==> src/rtl/mul32_pkg.sv <==
// ---------------------------------------------------------------------------
// mul32_pkg
//   Shared types and constants for the sequential 32x32 multiplier.
//   - state_t : sequencer states (IDLE, M0..M3, optional WB, DONE)
//   - shift_t : weight of a 32-bit partial product inside the 64-bit result
//   - place_partial() : zero-extends a partial product and moves it to its
//                       weight inside the 64-bit accumulator
// ---------------------------------------------------------------------------
package mul32_pkg;

  localparam int HALF_W = 16;
  localparam int OP_W   = 32;
  localparam int PROD_W = 64;

  typedef enum logic [2:0] {
    IDLE = 3'd0,
    M0   = 3'd1,
    M1   = 3'd2,
    M2   = 3'd3,
    M3   = 3'd4,
    WB   = 3'd5,
    DONE = 3'd6
  } state_t;

  typedef enum logic [1:0] {
    SH_0  = 2'd0,
    SH_16 = 2'd1,
    SH_32 = 2'd2
  } shift_t;

  // Zero-extend a 32-bit partial product to 64 bits and shift it to its
  // weight. Bits pushed past bit 63 cannot carry information because the
  // largest partial at weight 32 still fits in the upper half.
  function automatic logic [PROD_W-1:0] place_partial(
    input logic [OP_W-1:0] part,
    input shift_t          sh
  );
    logic [PROD_W-1:0] ext;
    ext = {{(PROD_W-OP_W){1'b0}}, part};
    case (sh)
      SH_16:   return ext << HALF_W;
      SH_32:   return ext << OP_W;
      default: return ext;
    endcase
  endfunction

endpackage

==> src/rtl/mul16.sv <==
// ---------------------------------------------------------------------------
// mul16
//   Existing 16x16 -> 32-bit unsigned combinational multiplier.
//   Ports:
//     a  in  16  multiplicand
//     b  in  16  multiplier
//     p  out 32  a*b (full width, no truncation possible)
// ---------------------------------------------------------------------------
module mul16
  import mul32_pkg::*;
(
  input  logic [HALF_W-1:0] a,
  input  logic [HALF_W-1:0] b,
  output logic [OP_W-1:0]   p
);

  // Operands are widened first so the product is computed at full width.
  assign p = {{(OP_W-HALF_W){1'b0}}, a} * {{(OP_W-HALF_W){1'b0}}, b};

endmodule

==> src/rtl/mul32_seq.sv <==
// ---------------------------------------------------------------------------
// mul32_seq
//   Unsigned 32x32 -> 64-bit multiplier built by running one 16x16 multiplier
//   (mul16) over four partial products and summing them into a 64-bit
//   accumulator.
//
//   Parameters:
//     PIPE_MUL  0: partial product added in the same state it is formed
//               1: partial product registered first, added one state later
//                  (adds the WB state and one cycle of latency)
//
//   Ports:
//     clk        in   1   rising-edge clock
//     rst_n      in   1   asynchronous active-low reset
//     in_valid   in   1   operand pair valid
//     in_ready   out  1   block can accept operands
//     a, b       in   32  unsigned operands
//     out_valid  out  1   p holds a completed product
//     out_ready  in   1   sink accepts the product
//     p          out  64  product a*b
//     busy       out  1   sequencer is not in IDLE
//
//   Handshake: a transfer happens on a rising edge where valid && ready are
//   both high. A producer keeps valid and its data steady until that edge;
//   ready may depend on the other side's signals (in_ready follows out_ready
//   combinationally in DONE so a finished result and a new operand pair can
//   change hands on the same edge). out_valid and p depend only on state.
//
//   Debug visibility: the sequencer state is held in the signal `state`
//   (type state_t) for assertions and checkers bound to this module.
// ---------------------------------------------------------------------------
module mul32_seq
  import mul32_pkg::*;
#(
  parameter int PIPE_MUL = 0
)(
  input  logic              clk,
  input  logic              rst_n,
  input  logic              in_valid,
  output logic              in_ready,
  input  logic [OP_W-1:0]   a,
  input  logic [OP_W-1:0]   b,
  output logic              out_valid,
  input  logic              out_ready,
  output logic [PROD_W-1:0] p,
  output logic              busy
);

  localparam bit USE_WB = (PIPE_MUL != 0);

  state_t state;
  state_t state_nxt;

  logic [OP_W-1:0]   a_q;
  logic [OP_W-1:0]   b_q;
  logic [PROD_W-1:0] acc;

  logic              accept;

  // Multiplier operand selection for the current state.
  logic [HALF_W-1:0] mul_a;
  logic [HALF_W-1:0] mul_b;
  logic [OP_W-1:0]   mul_p;
  shift_t            shift_sel;
  logic              mul_active;

  // What actually reaches the accumulator (direct or registered).
  logic [OP_W-1:0]   add_part;
  shift_t            add_shift;
  logic              add_en;

  // -------------------------------------------------------------------------
  // Handshake signals
  // -------------------------------------------------------------------------
  // in_ready is forced low while reset is asserted so nothing can be taken
  // during reset, even though the state register already reads IDLE.
  assign in_ready  = rst_n && ((state == IDLE) || ((state == DONE) && out_ready));
  assign accept    = in_valid && in_ready;
  assign out_valid = (state == DONE);
  assign busy      = (state != IDLE);
  assign p         = acc;

  // -------------------------------------------------------------------------
  // FSM: state register
  // -------------------------------------------------------------------------
  always_ff @(posedge clk or negedge rst_n) begin
    if (!rst_n) begin
      state <= IDLE;
    end else begin
      state <= state_nxt;
    end
  end

  // -------------------------------------------------------------------------
  // FSM: next state
  // -------------------------------------------------------------------------
  always_comb begin
    state_nxt = state;
    case (state)
      IDLE: begin
        if (accept) begin
          state_nxt = M0;
        end
      end
      M0: state_nxt = M1;
      M1: state_nxt = M2;
      M2: state_nxt = M3;
      M3: state_nxt = USE_WB ? WB : DONE;
      WB: state_nxt = DONE;
      DONE: begin
        // Result leaves on out_ready; a waiting operand pair goes straight
        // into M0 so there is no IDLE bubble between products.
        if (out_ready) begin
          state_nxt = accept ? M0 : IDLE;
        end
      end
      default: state_nxt = IDLE;
    endcase
  end

  // -------------------------------------------------------------------------
  // Operand capture: only on accept, so later input changes are ignored.
  // -------------------------------------------------------------------------
  always_ff @(posedge clk or negedge rst_n) begin
    if (!rst_n) begin
      a_q <= '0;
      b_q <= '0;
    end else if (accept) begin
      a_q <= a;
      b_q <= b;
    end
  end

  // -------------------------------------------------------------------------
  // Partial product selection
  //   M0: lo*lo  weight 0
  //   M1: lo*hi  weight 16
  //   M2: hi*lo  weight 16
  //   M3: hi*hi  weight 32
  // -------------------------------------------------------------------------
  always_comb begin
    mul_a      = a_q[HALF_W-1:0];
    mul_b      = b_q[HALF_W-1:0];
    shift_sel  = SH_0;
    mul_active = 1'b0;
    case (state)
      M0: begin
        mul_active = 1'b1;
      end
      M1: begin
        mul_b      = b_q[OP_W-1:HALF_W];
        shift_sel  = SH_16;
        mul_active = 1'b1;
      end
      M2: begin
        mul_a      = a_q[OP_W-1:HALF_W];
        shift_sel  = SH_16;
        mul_active = 1'b1;
      end
      M3: begin
        mul_a      = a_q[OP_W-1:HALF_W];
        mul_b      = b_q[OP_W-1:HALF_W];
        shift_sel  = SH_32;
        mul_active = 1'b1;
      end
      default: begin
      end
    endcase
  end

  mul16 u_mul16 (
    .a (mul_a),
    .b (mul_b),
    .p (mul_p)
  );

  // -------------------------------------------------------------------------
  // Optional product register. The weight and a valid flag travel with the
  // product so the accumulator adds exactly the four partials, one state
  // after they were formed (M1..WB instead of M0..M3).
  // -------------------------------------------------------------------------
  generate
    if (USE_WB) begin : g_pipe
      logic [OP_W-1:0] prod_q;
      shift_t          shift_q;
      logic            vld_q;

      always_ff @(posedge clk or negedge rst_n) begin
        if (!rst_n) begin
          prod_q  <= '0;
          shift_q <= SH_0;
          vld_q   <= 1'b0;
        end else begin
          prod_q  <= mul_p;
          shift_q <= shift_sel;
          vld_q   <= mul_active;
        end
      end

      assign add_part  = prod_q;
      assign add_shift = shift_q;
      assign add_en    = vld_q;
    end else begin : g_direct
      assign add_part  = mul_p;
      assign add_shift = shift_sel;
      assign add_en    = mul_active;
    end
  endgenerate

  // -------------------------------------------------------------------------
  // Accumulator. Cleared on accept (including the back-to-back accept in
  // DONE, where it must not be added to). Accepts only happen in IDLE/DONE,
  // where add_en is always low, so clear and add never compete.
  // -------------------------------------------------------------------------
  always_ff @(posedge clk or negedge rst_n) begin
    if (!rst_n) begin
      acc <= '0;
    end else if (accept) begin
      acc <= '0;
    end else if (add_en) begin
      acc <= acc + place_partial(add_part, add_shift);
    end
  end

endmodule

==> config.mk <==
export PLATFORM = sky130hd
export DESIGN_NAME = mul32_seq
export DESIGN_NICKNAME = d
export VERILOG_FILES = /design/src/rtl/mul32_pkg.sv /design/src/rtl/mul16.sv /design/src/rtl/mul32_seq.sv
export SDC_FILE = /design/constraint.sdc
export NUM_CORES = 1
export LEC_CHECK = 0
export ABC_AREA = 1
export CORE_ASPECT_RATIO = 0.8
export CORE_MARGIN = 10
export CORE_UTILIZATION = 55
export CTS_CLUSTER_DIAMETER = 40
export DETAILED_ROUTE_END_ITERATION = 8
export PLACE_DENSITY = 0.86
export SLEW_MARGIN = 25
export SYNTH_ARGS = -nofsm -noshare
export SYNTH_HDL_FRONTEND = slang
export SYNTH_HIERARCHICAL = 1
export SYNTH_SLANG_ARGS = --single-unit
==> constraint.sdc <==
create_clock -name clk -period 11.4 [get_ports clk]
set_input_delay 2.28 -clock clk [delete_from_list [all_inputs] [get_ports clk]]
set_output_delay 2.28 -clock clk [all_outputs]
set_load 0.01 [all_outputs]
==> impl_metrics.json <==
{
  "overflow": 0,
  "reg2reg_depth": 40,
  "path_clk_slew_ns": 0.07,
  "postCtsHoldBufs": 0,
  "insertedDiodeCount": 0,
  "grt_pass1_wl_mm": 111,
  "startpoint_type": "flop",
  "synth_edf_count": 0,
  "grt_usage_pct": 30.2,
  "clk_latency_ns": 0.47,
  "fin_skew_ns": 0.0130,
  "port_buffers": 134,
  "ctsLongestPathBuffers": 2,
  "fin_area_um2": 23600,
  "dp_hpwl_mm": 56.1,
  "multi_input_area_um2": 14500,
  "met2WireLength_mm": 28.8,
  "hold_viol_final": 0,
  "fin_nets": 3784,
  "post_cts_buffers": 0,
  "avgViaCountPerCell": 5.33,
  "synthesis.nets": 3719,
  "dieWidth_um": 241,
  "async_flop_share_pct": 100,
  "start_util_pct": 55.8,
  "ys.flop_type": "dfrtp_1",
  "wl_mm": 70.0,
  "antenna_found_initial": 0,
  "core_area_um2": 38400,
  "syn_to_final_growth_pct": 10.1,
  "slew_viol_final": 0,
  "area.sequential_um2": 3280,
  "antenna_left": 0,
  "cp-end-kind": "flop",
  "fin_crit_ns": 9.83,
  "synth_area_um2": 21400,
  "drtIter0Drc": 2652,
  "path_class": "reg -> reg",
  "cp_max_fo": 17,
  "cts.sinks": 131,
  "final_common_cell": "nand2_1",
  "avgSynthCellArea_um2": 6.51,
  "fin_setup_tns_ns": 0,
  "hold_path_depth": 1,
  "numCtsBuffers": 17,
  "ios": 135,
  "nFillCells": 3476,
  "arrival_ns": 10.19,
  "m1WireLength_mm": 30.2,
  "grt_max_degree": 88,
  "die_h_um": 196,
  "dieArea_um2": 47200,
  "timing.final.crit_share_pct": 86.2,
  "dr_wl_met3_mm": 9.18,
  "top_layer": "met4",
  "cap_violations": 0,
  "fmax_mhz": 102,
  "synth_largest_type_area_fraction_pct": 22.0,
  "layout_common_cells": "nand2_1 (1,255), inv_1 (841), fa_1 (195)",
  "critical_path.slowest_cell": "fa_1",
  "wl_per_cell_um": 18.1,
  "synth_top_area_cell": "nand2_1",
  "drcViolationCount": 0,
  "synthTopCellsByArea": "nand2_1 (22%), fa_1 (18%), dfrtp_1 (15%)",
  "worst_hold_slack_ns": 0.505,
  "worst_pin_slew_ns": 1.02,
  "place_area_um2": 23000,
  "hp-class": "reg -> reg",
  "synth_cell_types": 40,
  "ys_ff_latch": 131,
  "status": "complete, no violations",
  "globalplace.congestion": 1.06,
  "path_common_cell": "nand2_1",
  "cts_tree": "built",
  "ys_seq_area_share_pct": 15.3,
  "vias": 20600,
  "h-tree-depth": 4,
  "synthCells": 3287,
  "finalSetupViolations": 0,
  "critPathMaxStageDelay_ns": 0.55,
  "post_cts_resized": 0,
  "dr.pass1.iters": 6,
  "grt_pass1_vias": 20200,
  "rows": 64,
  "cts_root_buf": "clkbuf_16",
  "drive_above_1_share_pct": 4.90,
  "rsz0062_at_grt": "no",
  "required_ns": 11.76,
  "yosysWarningCount": 6,
  "worst_slew_margin_rel_pct": 31.9
}
==> sequential cells by signal, summed over array words and instances, names as in the netlist <==
name,cells
state,3
p,64
b_q,32
a_q,32
==> worst max-delay path, delay by kind of cell, from the launching register on <==
| kind | cells | cell delay [ns] |
|---|---|---|
| compound gates | 2 | 0.46 |
| xor+xnor | 1 | 0.32 |
| fa+ha+maj | 8 | 3.87 |
| buf+inv | 8 | 1.07 |
| flops | 1 | 0.43 |
| simple gates | 21 | 3.52 |
==> cells by family (layout without fill, tap and decap cells) <==
family / count (synthesis) / count (layout) / synth area share, %
adders and majority gates: 364 / 364 / 28.1
DFF: 131 / 131 / 15.3
AOI/OAI and AO/OA: 162 / 162 / 4.14
muxes: 80 / 80 / 5.09
xor gates and xnor gates: 26 / 26 / 1.06
and+or+nand+nor: 1581 / 1581 / 29.2
buffers and inverters: 943 / 1021 / 17.0
==> synth_stat cells (13+ instances only) <==
| cell | n |
|---|---|
| a21oi_1 | 77 |
| clkbuf_1 | 75 |
| dfrtp_1 | 131 |
| fa_1 | 195 |
| ha_1 | 169 |
| inv_1 | 841 |
| mux2_2 | 30 |
| mux2_4 | 50 |
| nand2_1 | 1255 |
| nand2_2 | 15 |
| nand3_1 | 99 |
| nand4_1 | 13 |
| nor2_1 | 160 |
| nor3_1 | 13 |
| o21ai_0 | 43 |
| o22ai_1 | 33 |
| xor2_1 | 17 |
==> metrics by stage <==
stage	std cells	setup WS (ns)	utilization, %
global placement	3828	2.00	59.9
global route	3860	0.924	61.5
finish	3860	1.57	61.5
floorplan	3287	3.64	-
detailed placement	3828	2.00	59.9
CTS	3860	1.91	61.5
==> path summary, 6_finish.rpt <==
kind	start	endpoint	slack, ns
worst min register to register	b_q[8]$_DFFE_PN0P_	b_q[8]$_DFFE_PN0P_	0.51
worst max-delay path	state[0]$_DFFE_PN0P_	p[59]$_DFFE_PN0P_	1.57
min in group asynchronous	rst_n	b_q[5]$_DFFE_PN0P_	1.89
max in group asynchronous	rst_n	a_q[7]$_DFFE_PN0P_	8.38
worst max register to register	state[0]$_DFFE_PN0P_	p[59]$_DFFE_PN0P_	1.57
worst min-delay path	b_q[8]$_DFFE_PN0P_	b_q[8]$_DFFE_PN0P_	0.51
==> layer usage <==
layer	vias up	GRT usage, %
li1	9739	-
met1	9458	43.1
met2	1237	43.3
met3	138	8.49
met4	0	9.80
met5	-	0
==> area by class of cell <==
| type | count | share of cell area [%] |
|---|---|---|
| inverters | 847 | 13.5 |
| clock buffers | 17 | 1.80 |
| clock inverters | 15 | 0.770 |
| multi-input cells | 2213 | 61.5 |
| well taps | 495 | 2.63 |
| repair buffers | 142 | 5.95 |
| flip-flops and latches | 131 | 13.9 |
Power is not shown: default switching activity piles up to over one toggle a cycle in this logic, so the estimate is an artifact.
